[config.mk]
export PLATFORM = sky130hd
export DESIGN_NAME = k_coef_mem
export DESIGN_NICKNAME = d
export VERILOG_FILES = /design/src/rtl/k_coef_mem.sv
export SDC_FILE = /design/constraint.sdc
export NUM_CORES = 1
export LEC_CHECK = 0
export CAP_MARGIN = 25
export CORE_ASPECT_RATIO = 0.6
export CORE_UTILIZATION = 55
export DETAILED_ROUTE_END_ITERATION = 10
export MAX_ROUTING_LAYER = met4
export PLACE_DENSITY = 0.74
export SYNTH_ARGS = -nofsm -noshare
export SYNTH_HDL_FRONTEND = slang
export SYNTH_SLANG_ARGS = --single-unit
[constraint.sdc]
create_clock -name clk -period 23.6 [get_ports clk]
set_input_delay 7.08 -clock clk [delete_from_list [all_inputs] [get_ports clk]]
set_output_delay 7.08 -clock clk [all_outputs]
set_load 0.03 [all_outputs]
[src/rtl/k_coef_mem.sv]
// k_coef_mem: writable coefficient table that replaces the fixed k-constant ROM.
// Words are stored as Q8.24 and served as saturated DWIDTH-bit fixed point,
// either as single registered reads or as auto-incrementing bursts.
module k_coef_mem #(
  parameter int DWIDTH     = 16,
  parameter int AWIDTH     = 4,
  parameter int DWIDTH_TMP = 32,
  parameter int SLICE_MSB  = 29
) (
  input  logic                  clk,
  input  logic                  rst,
  input  logic                  wr_en,
  input  logic [AWIDTH-1:0]     wr_addr,
  input  logic [DWIDTH_TMP-1:0] wr_data,
  input  logic                  rd_en,
  input  logic [AWIDTH-1:0]     rd_addr,
  input  logic                  burst_start,
  input  logic [AWIDTH-1:0]     burst_len,
  output logic [DWIDTH-1:0]     dout,
  output logic                  dout_valid,
  output logic                  sat,
  output logic                  busy,
  output logic                  burst_done
);

  localparam int DEPTH = 2 ** AWIDTH;

  typedef enum logic {IDLE, BURST} state_t;

  state_t                  state_q, state_d;
  logic [AWIDTH-1:0]       addr_q, addr_d;
  logic [AWIDTH-1:0]       cnt_q, cnt_d;
  logic                    rd_vld_q, rd_vld_d;
  logic [DWIDTH-1:0]       rd_dout_q, rd_dout_d;
  logic                    rd_sat_q, rd_sat_d;
  logic [DWIDTH_TMP-1:0]   mem_q [DEPTH];
  logic [DWIDTH_TMP-1:0]   mem_d [DEPTH];
  logic [DWIDTH:0]         rd_conv, bu_conv;

  // Power-up contents: 8.0, 5.0, 8.0, 5.0, then zeros.
  function automatic logic [DWIDTH_TMP-1:0] dflt(input int idx);
    case (idx)
      0, 2:    dflt = DWIDTH_TMP'(32'h0800_0000);
      1, 3:    dflt = DWIDTH_TMP'(32'h0500_0000);
      default: dflt = '0;
    endcase
  endfunction

  // Q8.24 -> output format; any set bit above the slice saturates to all ones.
  // Result is {sat, data}. Dropped LSBs are truncated.
  function automatic logic [DWIDTH:0] conv(input logic [DWIDTH_TMP-1:0] w);
    logic [DWIDTH_TMP-1:0] ovf;
    ovf = w >> (SLICE_MSB + 1);
    if (ovf != '0) conv = {1'b1, {DWIDTH{1'b1}}};
    else           conv = {1'b0, w[SLICE_MSB -: DWIDTH]};
  endfunction

  assign rd_conv = conv(mem_q[rd_addr]);
  assign bu_conv = conv(mem_q[addr_q]);

  // Write port: accepted in every state; reads of the same edge see old data.
  always_comb begin
    for (int i = 0; i < DEPTH; i++) mem_d[i] = mem_q[i];
    if (wr_en) mem_d[wr_addr] = wr_data;
  end

  // Control FSM: single reads and burst launch in IDLE, beat sequencing in BURST.
  always_comb begin
    state_d   = state_q;
    addr_d    = addr_q;
    cnt_d     = cnt_q;
    rd_vld_d  = 1'b0;
    rd_dout_d = '0;
    rd_sat_d  = 1'b0;
    case (state_q)
      IDLE: begin
        if (burst_start) begin
          state_d = BURST;
          addr_d  = rd_addr;
          cnt_d   = burst_len;
        end else if (rd_en) begin
          rd_vld_d  = 1'b1;
          rd_dout_d = rd_conv[DWIDTH-1:0];
          rd_sat_d  = rd_conv[DWIDTH];
        end
      end
      BURST: begin
        // Requests arriving while busy are dropped.
        addr_d = addr_q + 1'b1;
        cnt_d  = cnt_q - 1'b1;
        if (cnt_q == '0) state_d = IDLE;
      end
      default: state_d = IDLE;
    endcase
  end

  // State, single-read holding register and memory; reset restores defaults.
  always_ff @(posedge clk or posedge rst) begin
    if (rst) begin
      state_q   <= IDLE;
      addr_q    <= '0;
      cnt_q     <= '0;
      rd_vld_q  <= 1'b0;
      rd_dout_q <= '0;
      rd_sat_q  <= 1'b0;
      for (int i = 0; i < DEPTH; i++) mem_q[i] <= dflt(i);
    end else begin
      state_q   <= state_d;
      addr_q    <= addr_d;
      cnt_q     <= cnt_d;
      rd_vld_q  <= rd_vld_d;
      rd_dout_q <= rd_dout_d;
      rd_sat_q  <= rd_sat_d;
      for (int i = 0; i < DEPTH; i++) mem_q[i] <= mem_d[i];
    end
  end

  // Output mux: burst beats read memory live so late writes are picked up;
  // with no valid beat the bus is driven to zero.
  always_comb begin
    dout       = '0;
    sat        = 1'b0;
    dout_valid = 1'b0;
    busy       = (state_q == BURST);
    burst_done = 1'b0;
    if (state_q == BURST) begin
      dout       = bu_conv[DWIDTH-1:0];
      sat        = bu_conv[DWIDTH];
      dout_valid = 1'b1;
      burst_done = (cnt_q == '0);
    end else if (rd_vld_q) begin
      dout       = rd_dout_q;
      sat        = rd_sat_q;
      dout_valid = 1'b1;
    end
  end

endmodule

* Word-level counts from Yosys, hierarchy flattened
Index checks and enable logic that the tools add are counted.
** Word-level totals
- Bits in registers :: 539
- Output and inout bits :: 20
- Logic and storage cells :: 71
** Cells by class
- Reduce and logical (&&, ||, !) cells :: 4
- Add/sub/neg operators :: 2
- Equal/unequal tests :: 1
- Bitwise operators :: 4
- Muxes and demuxes :: 34
- Magnitude comparators :: 4
** Operator list (count)
- 512-bit bitwise mux :: 1
- 32-bit binary-select mux with 4-bit select :: 2
- 32-bit two-way mux :: 5
- 32-bit demux with 4-bit select :: 1
- 16-bit two-way mux :: 5
- 32-bit nonzero test :: 2
- 17-bit two-way mux :: 2
- 4-bit case mux with 2 select lines :: 2
- 5-bit >= comparator (second input constant) :: 3
- 4-bit inverter with 5-bit output :: 3
- 1-bit two-way mux :: 13
- 4-bit two-way mux :: 2
- 5-bit by 1-bit < comparator with 1-bit output (second input constant) :: 1
- 4-bit by 1-bit adder with 4-bit output (second input constant) :: 1
- 4-bit zero test :: 1
- 4-bit by 1-bit subtractor with 4-bit output (second input constant) :: 1
- 2-bit inequality test (second input constant) :: 1
- 1-bit case mux with 2 select lines :: 1
- 1-bit logical AND :: 1
- 1-bit inverter :: 1

* Depth between registers and ports, before layout
Gate-level depths: netlist of the first run.
- Word-level depth :: 9
- Depth in mapped cells :: 9

* Worst setup path before layout of the first run
Ideal clock, no wire load.
- Kind :: flip-flop to output port
- From :: register state_q, in the netlist busy
- To :: output port burst_done
- Data arrival time :: 1.905 ns
- Setup slack :: 14.615 ns
- Stages on the path, launching flop included :: 3
- Cells stage by stage :: dfrtp_1 -> clkbuf_1 -> nor4bb_1
** On the way
- Longest elaborated chain between the ends :: 1
** Ends and longest elaborated chain
- start: declaration :: RTL line 30 : state_t state_q, state_d;
- start signal: assignment :: RTL line 108 : state_q <= state_d;
- 1-bit two-way mux :: RTL line 126 : if (state_q == BURST) begin
- end: declaration :: RTL line 23 : output logic burst_done
No other way between the ends.

* Worst setup path after layout of the first run
- From :: register addr_q[1]
- To :: output port dout[10]
** On the way
- Longest elaborated chain between the ends :: 7
** Ends and longest elaborated chain
- start: declaration :: RTL line 31 : logic [AWIDTH-1:0] addr_q, addr_d;
- start signal: assignment :: RTL line 109 : addr_q <= addr_d;
- 4-bit inverter with 5-bit output (implied by the code) (*) :: RTL line 59 : assign bu_conv = conv(mem_q[addr_q]);
- 32-bit binary-select mux with 4-bit select (*) :: RTL line 59
- 32-bit two-way mux (implied by the code) (*) (2 in series) :: RTL line 59
- 32-bit nonzero test :: RTL line 54 : if (ovf != '0) conv = {1'b1, {DWIDTH{1'b1}}};
- 17-bit two-way mux (*) :: RTL line 54
- 16-bit two-way mux (*) :: RTL line 126
- end: declaration :: RTL line 19 : output logic [DWIDTH-1:0] dout,
Mark *: on every way between the ends. The rest lies on a longest branch, timed or not. The select of a mux whose other input is x is not followed.

==> results of run 1 <==
==> registers in the layout, indices dropped and copies added, names as in the netlist <==
name / cells
mem_q: 288
rd_dout_q: 16
addr_q: 4
cnt_q: 4
busy: 1
rd_sat_q: 1
rd_vld_q: 1
==> critical path, cell delays in order (launching register included) <==
cell and delay (ns):
dfrtp_2 0.61, buf_4 0.37, nand2b_1 0.23, o22ai_1 0.10, o32ai_1 0.38, o22a_1 0.92
o211ai_1 0.32, clkdlybuf4s50_1 0.69
==> logic make-up (layout without fill, tap and decap cells) <==
logic type                 count (synthesis)  after routing  synth area share (%)
buffers and inverters                    113            142                  3.38
DFF                                      315            315                  48.0
and+or+nand+nor                           99             99                  3.60
adders and majority gates                  3              3                 0.228
muxes                                    452            452                  37.4
AOI/OAI and AO/OA                        166            166                  7.23
xor gates and xnor gates                   3              3                 0.160
==> metrics by stage <==
stage          utilization, %  std cells
2_1_floorplan               -       1151
3_3_place_gp             59.2       1524
3_5_place_dp             59.4       1527
4_1_cts                  62.8       1578
5_1_grt                  62.9       1580
6_report                 62.9       1580
==> power breakdown <==
| part | switching, mW | leakage, nW | internal [mW] |
|---|---|---|---|
| Clock | 0.203 | 0.483 | 0.292 |
| Combinational | 0.440 | 3.17 | 0.419 |
| Sequential | 0.110 | 3.87 | 0.669 |
| Total | 0.753 | 7.52 | 1.38 |
==> cells in the final DEF (no fill, tap or decap), types with 10 or more instances in the layout <==
master,instances
a211oi_1,42
a22oi_1,50
a31oi_1,16
buf_4,25
clkbuf_16,29
clkdlybuf4s50_1,52
dfrtp_1,307
mux2_2,312
mux2_4,10
mux2i_1,35
mux4_2,94
nand2_1,13
nor2_1,21
nor2b_1,20
o211ai_1,16
o22ai_1,19
==> worst paths after layout <==
check | startpoint | to | slack (ns) | depth (start not counted)
worst max register to register | addr_q[0] | addr_q[3] | 21.37 | 6
max in group asynchronous | rst | addr_q[0] | 14.89 | 4
worst min-delay path | cnt_q[0] | cnt_q[0] | 0.50 | 1
worst max-delay path | addr_q[1] | dout[10] | 12.31 | 7
min in group asynchronous | rst | mem_q[281] | 6.83 | 2
worst min register to register | cnt_q[0] | cnt_q[0] | 0.50 | 1
==> metal layers <==
metal	global-route usage (%)	part of all wire, %
met1	40.5	45
met2	43.8	46
met3	5.49	6.7
met4	6.27	2.2
met5	-	0
==> area by class of cell <==
cell class | count | share of cell area [%]
multi-input cells | 723 | 43.9
repair buffers | 83 | 4.60
clock buffers | 45 | 4.68
flip-flops and latches | 315 | 43.1
inverters | 8 | 0.205
clock inverters | 6 | 0.732
well taps | 400 | 2.74
==> flow_metrics.py, run 1 <==
metrics = {
    "status": {
        "status": "finished clean",
    },
    "setup_path": {
        "required_ns": 16.52,
        "crit_path_start_kind": "flip-flop",
        "crit_fanout": 23,
        "cp.arrival_ns": 4.21,
        "cp-end-kind": "output pin",
        "critical_path_class": "reg2out",
    },
    "placement": {
        "placedInstanceArea_mm2": 0.0173,
        "dp_slack_ns": 12.77,
        "hpwlAfterDp_um": 24300,
        "place_congestion": 0.802,
        "port_buffers": 54,
    },
    "yosys": {
        "synth-main-ff-cell": "dfrtp_1",
        "synth.top_cell.area_share_pct": 47.1,
        "syn-num-nets": 1203,
        "synth_area_leader_cell": "dfrtp_1",
        "synth_most_common_cell": "mux2_2",
        "synthesis.area_mm2": 0.0164,
        "syn_inst": 1151,
        "synth_common_cells": "mux2_2, dfrtp_1, mux4_2, a22oi_1, buf_2",
        "synthArstFlopShare_pct": 100,
        "synth.area.top_cells": "dfrtp_1, mux2_2, mux4_2",
        "yosys_warnings": 0,
        "ys_types": 49,
        "synth_seq_cells": 315,
        "syn_area_per_cell_um2": 14.3,
        "synth_edf_count": 0,
        "synth-seq-area-share_pct": 48.0,
    },
    "floorplanning": {
        "start_util_pct": 56.5,
        "die_x_um": 225,
        "rows": 48,
        "core_area_mm2": 0.0291,
        "die_y_um": 136,
        "die_area_mm2": 0.0306,
        "ioPinCount": 69,
    },
    "drt": {
        "route.detailed.drc": 0,
        "totalWireLength_um": 40600,
        "viasPerCell": 6.48,
        "drt-initial-drc-count": 795,
        "vias": 10240,
        "drt_first_pass_iters": 5,
        "drt-wirelength-per-cell_um": 25.7,
        "antenna_left": 0,
    },
    "timing": {
        "period_needed_ns": 11.29,
        "setup_viol": 0,
        "maxSlewHeadroom_pct": 26.6,
        "rsz0062_at_grt": "no",
        "finalHoldViolCount": 0,
        "slew_viol_final": 0,
        "finClkSkew_ns": 0.00738,
        "fin_setup_tns_ns": 0,
        "worst_slack_ns": 12.31,
        "clock.fmax_ghz": 0.0886,
        "worstMarginPinSlew_ns": 1.10,
        "holdWs_ns": 0.499,
        "timing.final.crit_share_pct": 47.8,
    },
    "flow_run": {
        "maxCapViolations": 0,
    },
    "power_and_ir_drop": {
        "total_power_mw": 2.13,
        "cellPowerDensity_mw_per_mm2": 117,
        "vdd_drop_max_mv": 0.100,
        "p_leak_nw": 7.52,
    },
    "clock_network": {
        "cts_htree_levels": 1,
        "cts.clk_slew.worst_paths_ns": 0.06,
        "cts-resized-gates": 0,
        "numCtsBuffers": 29,
        "clockRootBuffer": "clkbuf_16",
        "clk_latency_ns": 0.55,
        "cts_tree": "done",
        "holdBufCountCts": 0,
        "postCtsSetupRepairBufs": 0,
        "clock_path_buffers": 3,
        "clock_sinks": 315,
    },
    "global_routing": {
        "grt_max_degree": 177,
        "gr-total-overflow": 0,
        "track_usage_pct": 28.8,
        "antenna_found_initial": 0,
        "grt_pass1_vias": 10538,
        "grt_pass1_wl_um": 64200,
    },
    "layout": {
        "area_growth_pct": 11.4,
        "stdcell_area_mm2": 0.0183,
        "drive_above_1_share_pct": 43.5,
        "multi_input_area_mm2": 0.00803,
        "fin_nets": 1212,
        "n_fill_cell": 2235,
        "antenna_cells": 0,
        "seqCellArea_mm2": 0.00790,
    },
    "hold_path": {
        "min-delay-path-class": "reg2reg",
    },
}
Power figures use the tool's default switching activity.
==> inputs of run 2 (changes only) <==
==> constraint.sdc (replaced) <==
create_clock -name clk -period 11.1 [get_ports clk]
set_input_delay 3.33 -clock clk [delete_from_list [all_inputs] [get_ports clk]]
set_output_delay 3.33 -clock clk [all_outputs]
set_load 0.03 [all_outputs]
==> flow_metrics.py, run 2 (synthesized netlist as in run 1, its figures left out) <==
metrics = {
    "timing": {
        "finClkSkew_ns": 0.0120,
        "finalHoldViolCount": 0,
        "rsz0062_at_grt": "no",
        "worstMarginPinSlew_ns": 1.06,
        "timing.final.crit_share_pct": 70.4,
        "slew_viol_final": 0,
        "clock.fmax_ghz": 0.128,
        "period_needed_ns": 7.81,
        "maxSlewHeadroom_pct": 29.5,
        "fin_setup_tns_ns": 0,
        "setup_viol": 0,
    },
    "power_and_ir_drop": {
        "net-switching-power_mw": 1.61,
        "p_int_mw": 2.92,
        "p_leak_nw": 7.55,
        "cellPowerDensity_mw_per_mm2": 247,
        "p_sw_share_pct": 35.5,
        "pwr-share-seq_pct": 36.1,
        "vdd_drop_max_mv": 0.151,
        "pwr-share-clk_pct": 23.1,
        "power_frac_comb_pct": 40.7,
    },
    "global_routing": {
        "track_usage_pct": 28.5,
        "gr-total-overflow": 0,
        "antenna_found_initial": 0,
        "grt_pass1_vias": 10640,
        "grt_max_degree": 162,
        "grt_pass1_wl_um": 63700,
    },
    "floorplanning": {
        "start_util_pct": 56.5,
        "die_y_um": 136,
        "die_x_um": 225,
        "ioPinCount": 69,
        "core_area_mm2": 0.0291,
        "die_area_mm2": 0.0306,
        "rows": 48,
    },
    "layout": {
        "reg_top3": "mem_q x288, rd_dout_q x16",
        "drive_above_1_share_pct": 44.1,
        "stdcell_count": 1586,
        "area_growth_pct": 11.5,
        "final_common_cell": "mux2_2",
        "layout_common_cells": "mux2_2, dfrtp_1, mux4_2",
        "n_fill_cell": 2199,
        "fin_nets": 1215,
        "largest_reg_flops": 288,
        "largest_register": "mem_q",
    },
    "setup_path": {
        "crit_path_start_kind": "flip-flop",
        "crit_fanout": 68,
        "cp-end-kind": "output pin",
        "cp.arrival_ns": 4.48,
        "critical_path_class": "reg2out",
        "required_ns": 7.77,
    },
    "drt": {
        "drt-initial-drc-count": 841,
        "totalWireLength_um": 40600,
        "viasPerCell": 6.52,
        "antenna_left": 0,
        "route.detailed.drc": 0,
        "drt-wirelength-per-cell_um": 25.6,
        "drt_first_pass_iters": 5,
        "vias": 10347,
    },
    "clock_network": {
        "cts-resized-gates": 0,
        "clock_path_buffers": 3,
        "numCtsBuffers": 30,
        "clock_sinks": 315,
        "cts_tree": "done",
        "cts.clk_slew.worst_paths_ns": 0.06,
        "postCtsSetupRepairBufs": 0,
        "clockRootBuffer": "clkbuf_16",
        "holdBufCountCts": 0,
        "cts_htree_levels": 1,
        "clk_latency_ns": 0.56,
    },
    "placement": {
        "dp.cells": 1529,
        "place_congestion": 0.810,
        "port_buffers": 54,
        "hpwlAfterDp_um": 24100,
    },
    "status": {
        "status": "finished clean",
    },
    "hold_path": {
        "min-delay-path-class": "reg2reg",
    },
    "flow_run": {
        "maxCapViolations": 0,
    },
}
## run 2: changes by cell type in the layout (fill, tap and decap cells not counted), sizes merged
cell,change
clkinvlp,+1
inv,-1
diode,+1
buf,+2
bufinv,-2
clkinv,+8
clkbuf,-3
## run 2: power groups by stage
| stage | registers (mW) | logic (mW) | clock network (mW) |
|---|---|---|---|
| after floorplan | 1.57 | 1.36 | 0 |
| after global placement | 1.64 | 1.78 | 0 |
| after detailed placement | 1.66 | 1.81 | 0 |
| after CTS | 1.64 | 1.82 | 1.07 |
| after global routing | 1.67 | 1.96 | 1.11 |
| final | 1.64 | 1.85 | 1.05 |
## run 2: worst max-delay path, stage by stage, from the launching register on
cell and delay [ns]:
dfrtp_4 0.50, buf_4 0.79, buf_4 0.71, mux2_2 0.41, o22ai_1 0.16, a211oi_1 0.09
a22oi_1 0.28, o211ai_1 0.21, clkdlybuf4s50_1 0.71
## run 2: final timing paths
check | from | endpoint | slack (ns) | cells after the start
setup / recovery | addr_q[0] | dout[10] | 3.29 | 8
hold / removal | cnt_q[0] | cnt_q[0] | 0.49 | 1
setup reg to reg | busy | rd_dout_q[0] | 8.95 | 3
hold reg to reg | cnt_q[0] | cnt_q[0] | 0.49 | 1
max in group asynchronous | rst | addr_q[0] | 6.35 | 4
min in group asynchronous | rst | mem_q[473] | 3.32 | 3
## run 2: per-layer routing
layer | part of all wire [%] | track usage (%)
met5 | 0 | -
met4 | 2.9 | 8.54
met3 | 6.7 | 5.55
met2 | 45 | 42.1
met1 | 45 | 40.3
## run 2: layout make-up
class / count / area, um2 / area share [%]
flip-flops and latches: 315 / 7900 / 43.1
repair buffers: 85 / 848 / 4.63
multi-input cells: 723 / 8030 / 43.9
inverters: 8 / 33.8 / 0.184
clock buffers: 42 / 887 / 4.84
clock inverters: 12 / 116 / 0.635
well taps: 400 / 500 / 2.73
diodes: 1 / 2.50 / 0.0137
## run 2: per-stage QoR
| step | power, mW | worst slack (ns) | area, um2 | hold slack, ns | util [%] |
|---|---|---|---|---|---|
| floorplan | 2.93 | 3.58 | 16400 | 0.447 | - |
| global placement | 3.42 | 4.02 | 17200 | 0.466 | 59.3 |
| detailed placement | 3.47 | 4.01 | 17300 | 0.479 | 59.4 |
| CTS | 4.53 | 3.42 | 18300 | 0.495 | 62.8 |
| global route | 4.75 | 3.19 | 18300 | 0.523 | 63.0 |
| finish | 4.53 | 3.29 | 18300 | 0.490 | 63.0 |
